## src/rtl/lpf_stream_pkg.sv

```systemverilog
// Shared defaults and FSM encoding for the raster low-pass stream reader.
package lpf_stream_pkg;

  localparam int DEF_WIDTH  = 640;
  localparam int DEF_HEIGHT = 480;
  localparam int DEF_PIX_W  = 9;
  localparam int DEF_PPW    = 2;
  localparam int DEF_X_W    = 10;
  localparam int DEF_Y_W    = 9;

  typedef enum logic [2:0] {
    ST_IDLE,
    ST_LOAD,
    ST_FETCH,
    ST_SHIFT,
    ST_EMIT
  } state_t;

endpackage

```

## src/rtl/lpf_stream_if.sv

```systemverilog
// Memory read port plus consumer pixel stream; master is the reader block.
interface lpf_stream_if
  import lpf_stream_pkg::*;
#(
  parameter int PIX_W = DEF_PIX_W,
  parameter int PPW   = DEF_PPW,
  parameter int X_W   = DEF_X_W,
  parameter int Y_W   = DEF_Y_W
);

  logic                 lpf_flag;
  logic [X_W-1:0]       lpf_x;
  logic [Y_W-1:0]       lpf_y;
  logic                 done_lpf;
  logic [PPW*PIX_W-1:0] lpf_pixel_read;
  logic                 request;
  logic                 ready;
  logic [PIX_W-1:0]     pixel;
  logic [X_W-1:0]       x_out;
  logic [Y_W-1:0]       y_out;
  logic                 pixel_flag;

  modport master (
    output lpf_flag, lpf_x, lpf_y, ready, pixel, x_out, y_out, pixel_flag,
    input  done_lpf, lpf_pixel_read, request
  );

  modport slave (
    input  lpf_flag, lpf_x, lpf_y, ready, pixel, x_out, y_out, pixel_flag,
    output done_lpf, lpf_pixel_read, request
  );

endinterface

```

## src/rtl/lpf_stream_window.sv

```systemverilog
// Three-pixel horizontal window with replicate-on-load and a registered
// [1 2 1]/4 or bypass result.
module lpf_stream_window
  import lpf_stream_pkg::*;
#(
  parameter int PIX_W = DEF_PIX_W
) (
  input  logic             clock,
  input  logic             reset,
  input  logic             shift,
  input  logic             load_first,
  input  logic             repl,
  input  logic             filt,
  input  logic             calc,
  input  logic [PIX_W-1:0] in_pix,
  output logic [PIX_W-1:0] result
);

  logic [PIX_W-1:0] prev_p0, cur_p0, next_p0;
  logic [PIX_W-1:0] result_p1;

  // 4*max+2 fits in PIX_W+2 bits, so the shifted sum never overflows PIX_W
  function automatic logic [PIX_W-1:0] smooth(input logic [PIX_W-1:0] a,
                                               input logic [PIX_W-1:0] b,
                                               input logic [PIX_W-1:0] c);
    logic [PIX_W+1:0] acc;
    acc = {2'b00, a} + {1'b0, b, 1'b0} + {2'b00, c} + (PIX_W+2)'(2);
    return acc[PIX_W+1:2];
  endfunction

  // window stage
  always_ff @(posedge clock) begin
    if (shift) begin
      if (load_first) begin
        prev_p0 <= in_pix;
        cur_p0  <= in_pix;
        next_p0 <= in_pix;
      end else begin
        prev_p0 <= cur_p0;
        cur_p0  <= next_p0;
        next_p0 <= repl ? next_p0 : in_pix;
      end
    end
  end

  // result stage
  always_ff @(posedge clock or negedge reset) begin
    if (!reset) begin
      result_p1 <= '0;
    end else if (calc) begin
      result_p1 <= filt ? smooth(prev_p0, cur_p0, next_p0) : cur_p0;
    end
  end

  assign result = result_p1;

endmodule

```

## src/rtl/lpf_stream.sv

```systemverilog
// Raster-order frame reader: fetches packed words on demand and emits one
// optionally low-passed pixel per consumer request.
module lpf_stream
  import lpf_stream_pkg::*;
#(
  parameter int WIDTH  = DEF_WIDTH,
  parameter int HEIGHT = DEF_HEIGHT,
  parameter int PIX_W  = DEF_PIX_W,
  parameter int PPW    = DEF_PPW,
  parameter int X_W    = DEF_X_W,
  parameter int Y_W    = DEF_Y_W
) (
  input  logic          clock,
  input  logic          reset,
  input  logic          frame_flag,
  input  logic          filter_en,
  lpf_stream_if.master  bus
);

  localparam logic [X_W-1:0] PPW_X  = X_W'(PPW);
  localparam logic [X_W-1:0] X_LAST = X_W'(WIDTH - 1);
  localparam logic [Y_W-1:0] Y_LAST = Y_W'(HEIGHT - 1);

  state_t               state;
  logic [X_W-1:0]       x, src, buf_idx, lpf_x_r, x_out_r;
  logic [Y_W-1:0]       y, lpf_y_r, y_out_r;
  logic [PPW*PIX_W-1:0] buf_word;
  logic                 buf_valid, first, repl, filt_row;
  logic                 lpf_flag_r, ready_r, pixel_flag_r;
  logic [X_W-1:0]       word_idx, slot;
  logic [PIX_W-1:0]     sel_pix, result;
  logic                 shift_en, calc_en;

  assign word_idx = src / PPW_X;
  assign slot     = src % PPW_X;
  assign shift_en = (state == ST_SHIFT) && !frame_flag;
  assign calc_en  = (state == ST_EMIT) && !frame_flag;

  // slot 0 sits in the most significant bits of the word
  always_comb begin
    sel_pix = '0;
    for (int j = 0; j < PPW; j++) begin
      if (slot == X_W'(j)) sel_pix = buf_word[(PPW-j)*PIX_W-1 -: PIX_W];
    end
  end

  always_ff @(posedge clock) begin
    if (state == ST_FETCH && bus.done_lpf && !frame_flag) buf_word <= bus.lpf_pixel_read;
  end

  always_ff @(posedge clock or negedge reset) begin
    if (!reset) begin
      state        <= ST_IDLE;
      x            <= '0;
      y            <= '0;
      src          <= '0;
      buf_idx      <= '0;
      buf_valid    <= 1'b0;
      first        <= 1'b0;
      repl         <= 1'b0;
      filt_row     <= 1'b0;
      lpf_flag_r   <= 1'b0;
      lpf_x_r      <= '0;
      lpf_y_r      <= '0;
      ready_r      <= 1'b1;
      pixel_flag_r <= 1'b0;
      x_out_r      <= '0;
      y_out_r      <= '0;
    end else begin
      pixel_flag_r <= 1'b0;
      if (frame_flag) begin
        state      <= ST_IDLE;
        x          <= '0;
        y          <= '0;
        buf_valid  <= 1'b0;
        lpf_flag_r <= 1'b0;
        ready_r    <= 1'b1;
      end else begin
        case (state)
          ST_IDLE: if (bus.request) begin
            ready_r <= 1'b0;
            state   <= ST_LOAD;
            first   <= (x == '0);
            repl    <= (x == X_LAST);
            src     <= (x == '0) ? '0 : x + X_W'(1);
            if (x == '0) filt_row <= filter_en;
          end
          ST_LOAD: begin
            if (repl || (buf_valid && buf_idx == word_idx)) begin
              state <= ST_SHIFT;
            end else begin
              lpf_x_r    <= word_idx;
              lpf_y_r    <= y;
              lpf_flag_r <= 1'b1;
              state      <= ST_FETCH;
            end
          end
          ST_FETCH: if (bus.done_lpf) begin
            buf_idx    <= lpf_x_r;
            buf_valid  <= 1'b1;
            lpf_flag_r <= 1'b0;
            state      <= ST_SHIFT;
          end
          // row start needs pixel 0 replicated, then pixel 1 shifted in
          ST_SHIFT: begin
            if (first) begin
              first <= 1'b0;
              src   <= X_W'(1);
              state <= ST_LOAD;
            end else begin
              state <= ST_EMIT;
            end
          end
          ST_EMIT: begin
            pixel_flag_r <= 1'b1;
            x_out_r      <= x;
            y_out_r      <= y;
            ready_r      <= 1'b1;
            state        <= ST_IDLE;
            if (x == X_LAST) begin
              x         <= '0;
              buf_valid <= 1'b0;
              y         <= (y == Y_LAST) ? '0 : y + Y_W'(1);
            end else begin
              x <= x + X_W'(1);
            end
          end
          default: begin
            state      <= ST_IDLE;
            lpf_flag_r <= 1'b0;
            ready_r    <= 1'b1;
          end
        endcase
      end
    end
  end

  lpf_stream_window #(.PIX_W(PIX_W)) u_window (
    .clock      (clock),
    .reset      (reset),
    .shift      (shift_en),
    .load_first (first),
    .repl       (repl),
    .filt       (filt_row),
    .calc       (calc_en),
    .in_pix     (sel_pix),
    .result     (result)
  );

  assign bus.lpf_flag   = lpf_flag_r;
  assign bus.lpf_x      = lpf_x_r;
  assign bus.lpf_y      = lpf_y_r;
  assign bus.ready      = ready_r;
  assign bus.pixel      = result;
  assign bus.x_out      = x_out_r;
  assign bus.y_out      = y_out_r;
  assign bus.pixel_flag = pixel_flag_r;

endmodule

```

## src/flat_wrapper.sv

```systemverilog
// flat-port wrapper written by rule: the top's interface ports become plain ports
module lpf_stream_flat import lpf_stream_pkg::*;
#(
  parameter int WIDTH  = DEF_WIDTH,
  parameter int HEIGHT = DEF_HEIGHT,
  parameter int PIX_W  = DEF_PIX_W,
  parameter int PPW    = DEF_PPW,
  parameter int X_W    = DEF_X_W,
  parameter int Y_W    = DEF_Y_W
)
  (clock, reset, frame_flag, filter_en, bus_lpf_flag, bus_lpf_x, bus_lpf_y, bus_ready, bus_pixel, bus_x_out, bus_y_out, bus_pixel_flag, bus_done_lpf, bus_lpf_pixel_read, bus_request);
  lpf_stream_if #(.PIX_W(PIX_W), .PPW(PPW), .X_W(X_W), .Y_W(Y_W)) bus_i ();
  input  logic clock;
  input  logic reset;
  input  logic frame_flag;
  input  logic filter_en;
  output wire logic [$bits(bus_i.lpf_flag)-1:0] bus_lpf_flag;
  output wire logic [$bits(bus_i.lpf_x)-1:0] bus_lpf_x;
  output wire logic [$bits(bus_i.lpf_y)-1:0] bus_lpf_y;
  output wire logic [$bits(bus_i.ready)-1:0] bus_ready;
  output wire logic [$bits(bus_i.pixel)-1:0] bus_pixel;
  output wire logic [$bits(bus_i.x_out)-1:0] bus_x_out;
  output wire logic [$bits(bus_i.y_out)-1:0] bus_y_out;
  output wire logic [$bits(bus_i.pixel_flag)-1:0] bus_pixel_flag;
  input wire logic [$bits(bus_i.done_lpf)-1:0] bus_done_lpf;
  input wire logic [$bits(bus_i.lpf_pixel_read)-1:0] bus_lpf_pixel_read;
  input wire logic [$bits(bus_i.request)-1:0] bus_request;
  assign bus_lpf_flag = bus_i.lpf_flag;
  assign bus_lpf_x = bus_i.lpf_x;
  assign bus_lpf_y = bus_i.lpf_y;
  assign bus_ready = bus_i.ready;
  assign bus_pixel = bus_i.pixel;
  assign bus_x_out = bus_i.x_out;
  assign bus_y_out = bus_i.y_out;
  assign bus_pixel_flag = bus_i.pixel_flag;
  assign bus_i.done_lpf = bus_done_lpf;
  assign bus_i.lpf_pixel_read = bus_lpf_pixel_read;
  assign bus_i.request = bus_request;
  lpf_stream #(.WIDTH(WIDTH), .HEIGHT(HEIGHT), .PIX_W(PIX_W), .PPW(PPW), .X_W(X_W), .Y_W(Y_W)) u_core (.clock(clock), .reset(reset), .frame_flag(frame_flag), .filter_en(filter_en), .bus(bus_i));
endmodule
```

## config.mk

```make
export PLATFORM = sky130hd
export DESIGN_NAME = lpf_stream_flat
export DESIGN_NICKNAME = d
export VERILOG_FILES = /design/src/rtl/lpf_stream_pkg.sv /design/src/rtl/lpf_stream_if.sv /design/src/rtl/lpf_stream_window.sv /design/src/rtl/lpf_stream.sv /design/src/flat_wrapper.sv
export SDC_FILE = /design/constraint.sdc
export NUM_CORES = 1
export LEC_CHECK = 0
export ABC_AREA = 0
export BUFFER_PORTS_ARGS = -buffer_cell sky130_fd_sc_hd__buf_4
export CORE_MARGIN = 3
export CORE_UTILIZATION = 45
export CTS_CLUSTER_DIAMETER = 60
export CTS_CLUSTER_SIZE = 14
export DETAILED_ROUTE_END_ITERATION = 16
export SYNTH_ARGS = -nofsm -noshare
export SYNTH_HDL_FRONTEND = slang
export SYNTH_SLANG_ARGS = --single-unit
```

## constraint.sdc

```tcl
create_clock -name clock -period 6.55 [get_ports clock]
set_clock_uncertainty 0.2 [all_clocks]
set_input_delay 0 -clock clock [delete_from_list [all_inputs] [get_ports clock]]
set_output_delay 0 -clock clock [all_outputs]
set_load 0.02 [all_outputs]
```

==> metrics.txt <==
Layout area overhead 25.1%; die width around 130 um; Period minus WS final between 2 and 3 ns; Worst-path clk slew 0.06 ns; Yosys top cell area share about 36%; DR WL/cell 15.7 um; Static Leak 3.65 nW; relative slew slack a little over two fifths; Crit path required time 6.65 ns; pwr/cell area 307 nW/um2; Reg area between 3000 and 4000 um2; # DRC 0; ANT cells 0; Sink Count approximately 140; drt initial violations between 300 and 400; R2R Setup Slk 3.57 ns; Syn Area/Cell approximately 11 um2; Multi-input gate area about 2600 um2; Arrival @ worst endpoint just over 3 ns; Final Max Slew Viols 0; Tcrit/Tclk final a little under half; H-tree levels 4; count of final hold-check violations 0; largest net degree at the start of global routing 56; fin nets 715; RSZ-0062 raised after global routing false; Gate power share between 10% and 20%; initial antenna violation count 0; startpoint types flip-flop; Post-synth EDFFs 45; sw frac approximately 25%; MaxCap Viol Count 0; fill count around 1,200; crit path kind reg -> reg; CP Max Fanout 7; DP Wirelength approximately 9300 um; Internal roughly 1.9 mW; post-route ant nets 0; share of power burned in registers a little over two fifths; top cell type by total area after synthesis dfrtp_1; maximum vdd ir drop about 0.16 mV; r2r startpoint u_core.x[0]; Hold Path Sink u_core.buf_word[7]; delay-heaviest family, CP simple AND/OR/NAND/NOR gates; CP max-delay cell dlygate4sd3_1; Worst Reg-to-Reg Cells 7; min-delay worst type in -> reg; cell count after synthesis about 580; row count 43; grt total ovfl 0; Core Region 13,900 um2; overall routed net length 13,600 um; status completed; ys async rst share 67.6%; Final Instance Area approximately 8100 um2; NetSw just over 600 uW; routability cong. between 0.8 and 0.9; Area after DPL 7140 um2; Most used DFF post-synth dfrtp_1; HP Start bus_lpf_pixel_read[7]; critical path, cell by cell inv_1, ha_1, or4b_1, nor4_1, nand4_1, mux2_2, dlygate4sd3_1; DIE AREA roughly 16,000 um2; setup violators final 0; CTS tree done; initial core utilization 46.4%; port buffer count just over 70; Worst Tran Pin Value slightly below 0.9 ns; Crit. End Element flip-flop; DR vias/cell about 5.2; CP Buf/Inv Count 2; I/O Pins 74; global-route wire length before repair between 20,000 and 25,000 um; # hold bufs at CTS 26; share of layout cells above drive strength 1 23.4%; clock share of power approximately 43%; syn_nets slightly above 600; synth top area cells dfrtp_1 (36%), edfxtp_1 (21%), nand2_1 (6.8%), mux2_2 (5.2%), o21ai_0 (2.7%); Yosys warning count 0; worst skew pair latency roughly 0.42 ns; via count 4,483; Clock Path Buffers 2; first drt pass iteration count 5; sequential fraction of the synthesis area 57.4%; Setup TNS 0 ns; post-cts repair resize count 0; CTS root buf clkbuf_16; #FFs+latches synth approximately 140; hold path depth 2; Worst R2R End u_core.filt_row; Synth cell types 63; TritonCTS buffer count 17; Setup Fix Bufs, Post-CTS 0; die height approximately 130 um; vias in the first global route 4,404; CP max stage delay about 0.55 ns; GRT Overall Usage about 18%; Max Fclk approximately 340 MHz; Synth Cell Area approximately 6500 um2
[cell type report]
class	count	area share, %
clock buffer	23	6.44
clock inverter	9	1.89
inverter	15	0.697
multi-input combinational	396	31.9
sequential	139	45.9
tap	180	2.79
timing repair buffer	102	10.4
[worst max-delay path by stage]
stage / cells past startpoint / end / slack [ns] / start
after global routing: 7 / u_core.filt_row / 3.34 / u_core.x[0]
after detailed placement: 7 / u_core.u_window.result[3] / 3.65 / u_core.u_window.cur_p0[1]
after CTS: 7 / u_core.filt_row / 3.53 / u_core.x[0]
after floorplan: 7 / u_core.u_window.result[3] / 3.85 / u_core.u_window.cur_p0[1]
after global placement: 7 / u_core.u_window.result[3] / 3.72 / u_core.u_window.cur_p0[2]
final: 7 / u_core.filt_row / 3.57 / u_core.x[0]
[metal layers]
metal	vias up	GRT usage, %	wire (um)
met4	0	5.55	183
met1	2136	28.5	7140
met3	13	4.58	733
met5	-	0	0
met2	122	24.6	5520
li1	2212	-	-
[sequential cells by signal, summed over array words and instances, names as in the netlist, 10 cells and up]
register / cells
u_core.x: 10
u_core.buf_word: 18
u_core.src: 10
u_core.bus.x_out: 10
[synth_stat cells (2+ instances only)]
master and instances:
a211oi_1 2, a21o_1 4, a21oi_1 13, a31o_2 2, a31oi_1 4, and3_1 8
buf_2 3, buf_4 3, clkbuf_1 19, dfrtp_1 93, edfxtp_1 45, fa_1 7
ha_1 13, inv_1 14, mux2_2 30, mux2i_1 4, nand2_1 117, nand2b_1 2
nand3_1 13, nand3b_1 2, nand4_1 10, nor2_1 26, nor2b_1 2, nor3_1 6
nor4_1 3, o21a_1 19, o21ai_0 35, o22ai_1 2, o31ai_1 4, o41ai_1 2
or2_2 11, or3_1 4, xnor2_1 16, xor2_1 10
[kinds of logic (layout without fill, tap and decap cells)]
| group | after synthesis | in the layout | synth area share [%] |
|---|---|---|---|
| DFF | 139 | 139 | 57.4 |
| AOI/OAI and AO/OA | 97 | 97 | 9.67 |
| buffers and inverters | 42 | 149 | 2.79 |
| adders and majority gates | 20 | 20 | 4.69 |
| muxes | 34 | 34 | 5.85 |
| other | 1 | 1 | 0.0581 |
| and+or+nand+nor | 218 | 218 | 16.1 |
| xor gates and xnor gates | 26 | 26 | 3.52 |
[stage by stage]
stage               instances  utilization, %  hold WS [ns]  power, mW  setup slack (ns)
floorplan                 577               -        -0.496       1.30              3.85
global placement          806            51.2        -0.204       1.41              3.72
detailed placement        806            51.2        -0.198       1.42              3.65
CTS                       864            58.0        0.0738       2.51              3.53
global route              864            58.0        0.0886       2.60              3.34
finish                    864            58.0        0.0924       2.48              3.57
[layout by cell type (no fill, tap or decap), types with 6 or more instances in the layout]
cell type and count:
a21oi_1 13, and3_1 8, buf_4 76, clkbuf_16 19, dfrtp_1 93, dlygate4sd3_1 25
edfxtp_1 45, fa_1 7, ha_1 13, inv_1 14, mux2_2 30, nand2_1 117
nand3_1 13, nand4_1 10, nor2_1 26, nor3_1 6, o21a_1 19, o21ai_0 35
or2_2 11, xnor2_1 16, xor2_1 10
[power by group through the flow]
| stage | registers (mW) | logic [mW] | clock network, mW |
|---|---|---|---|
| after floorplan | 1.03 | 0.263 | 0 |
| after global placement | 1.06 | 0.355 | 0 |
| after detailed placement | 1.06 | 0.360 | 0 |
| after CTS | 1.04 | 0.380 | 1.09 |
| after global routing | 1.05 | 0.418 | 1.13 |
| final | 1.04 | 0.377 | 1.06 |
Power figures use the tool's default switching activity.
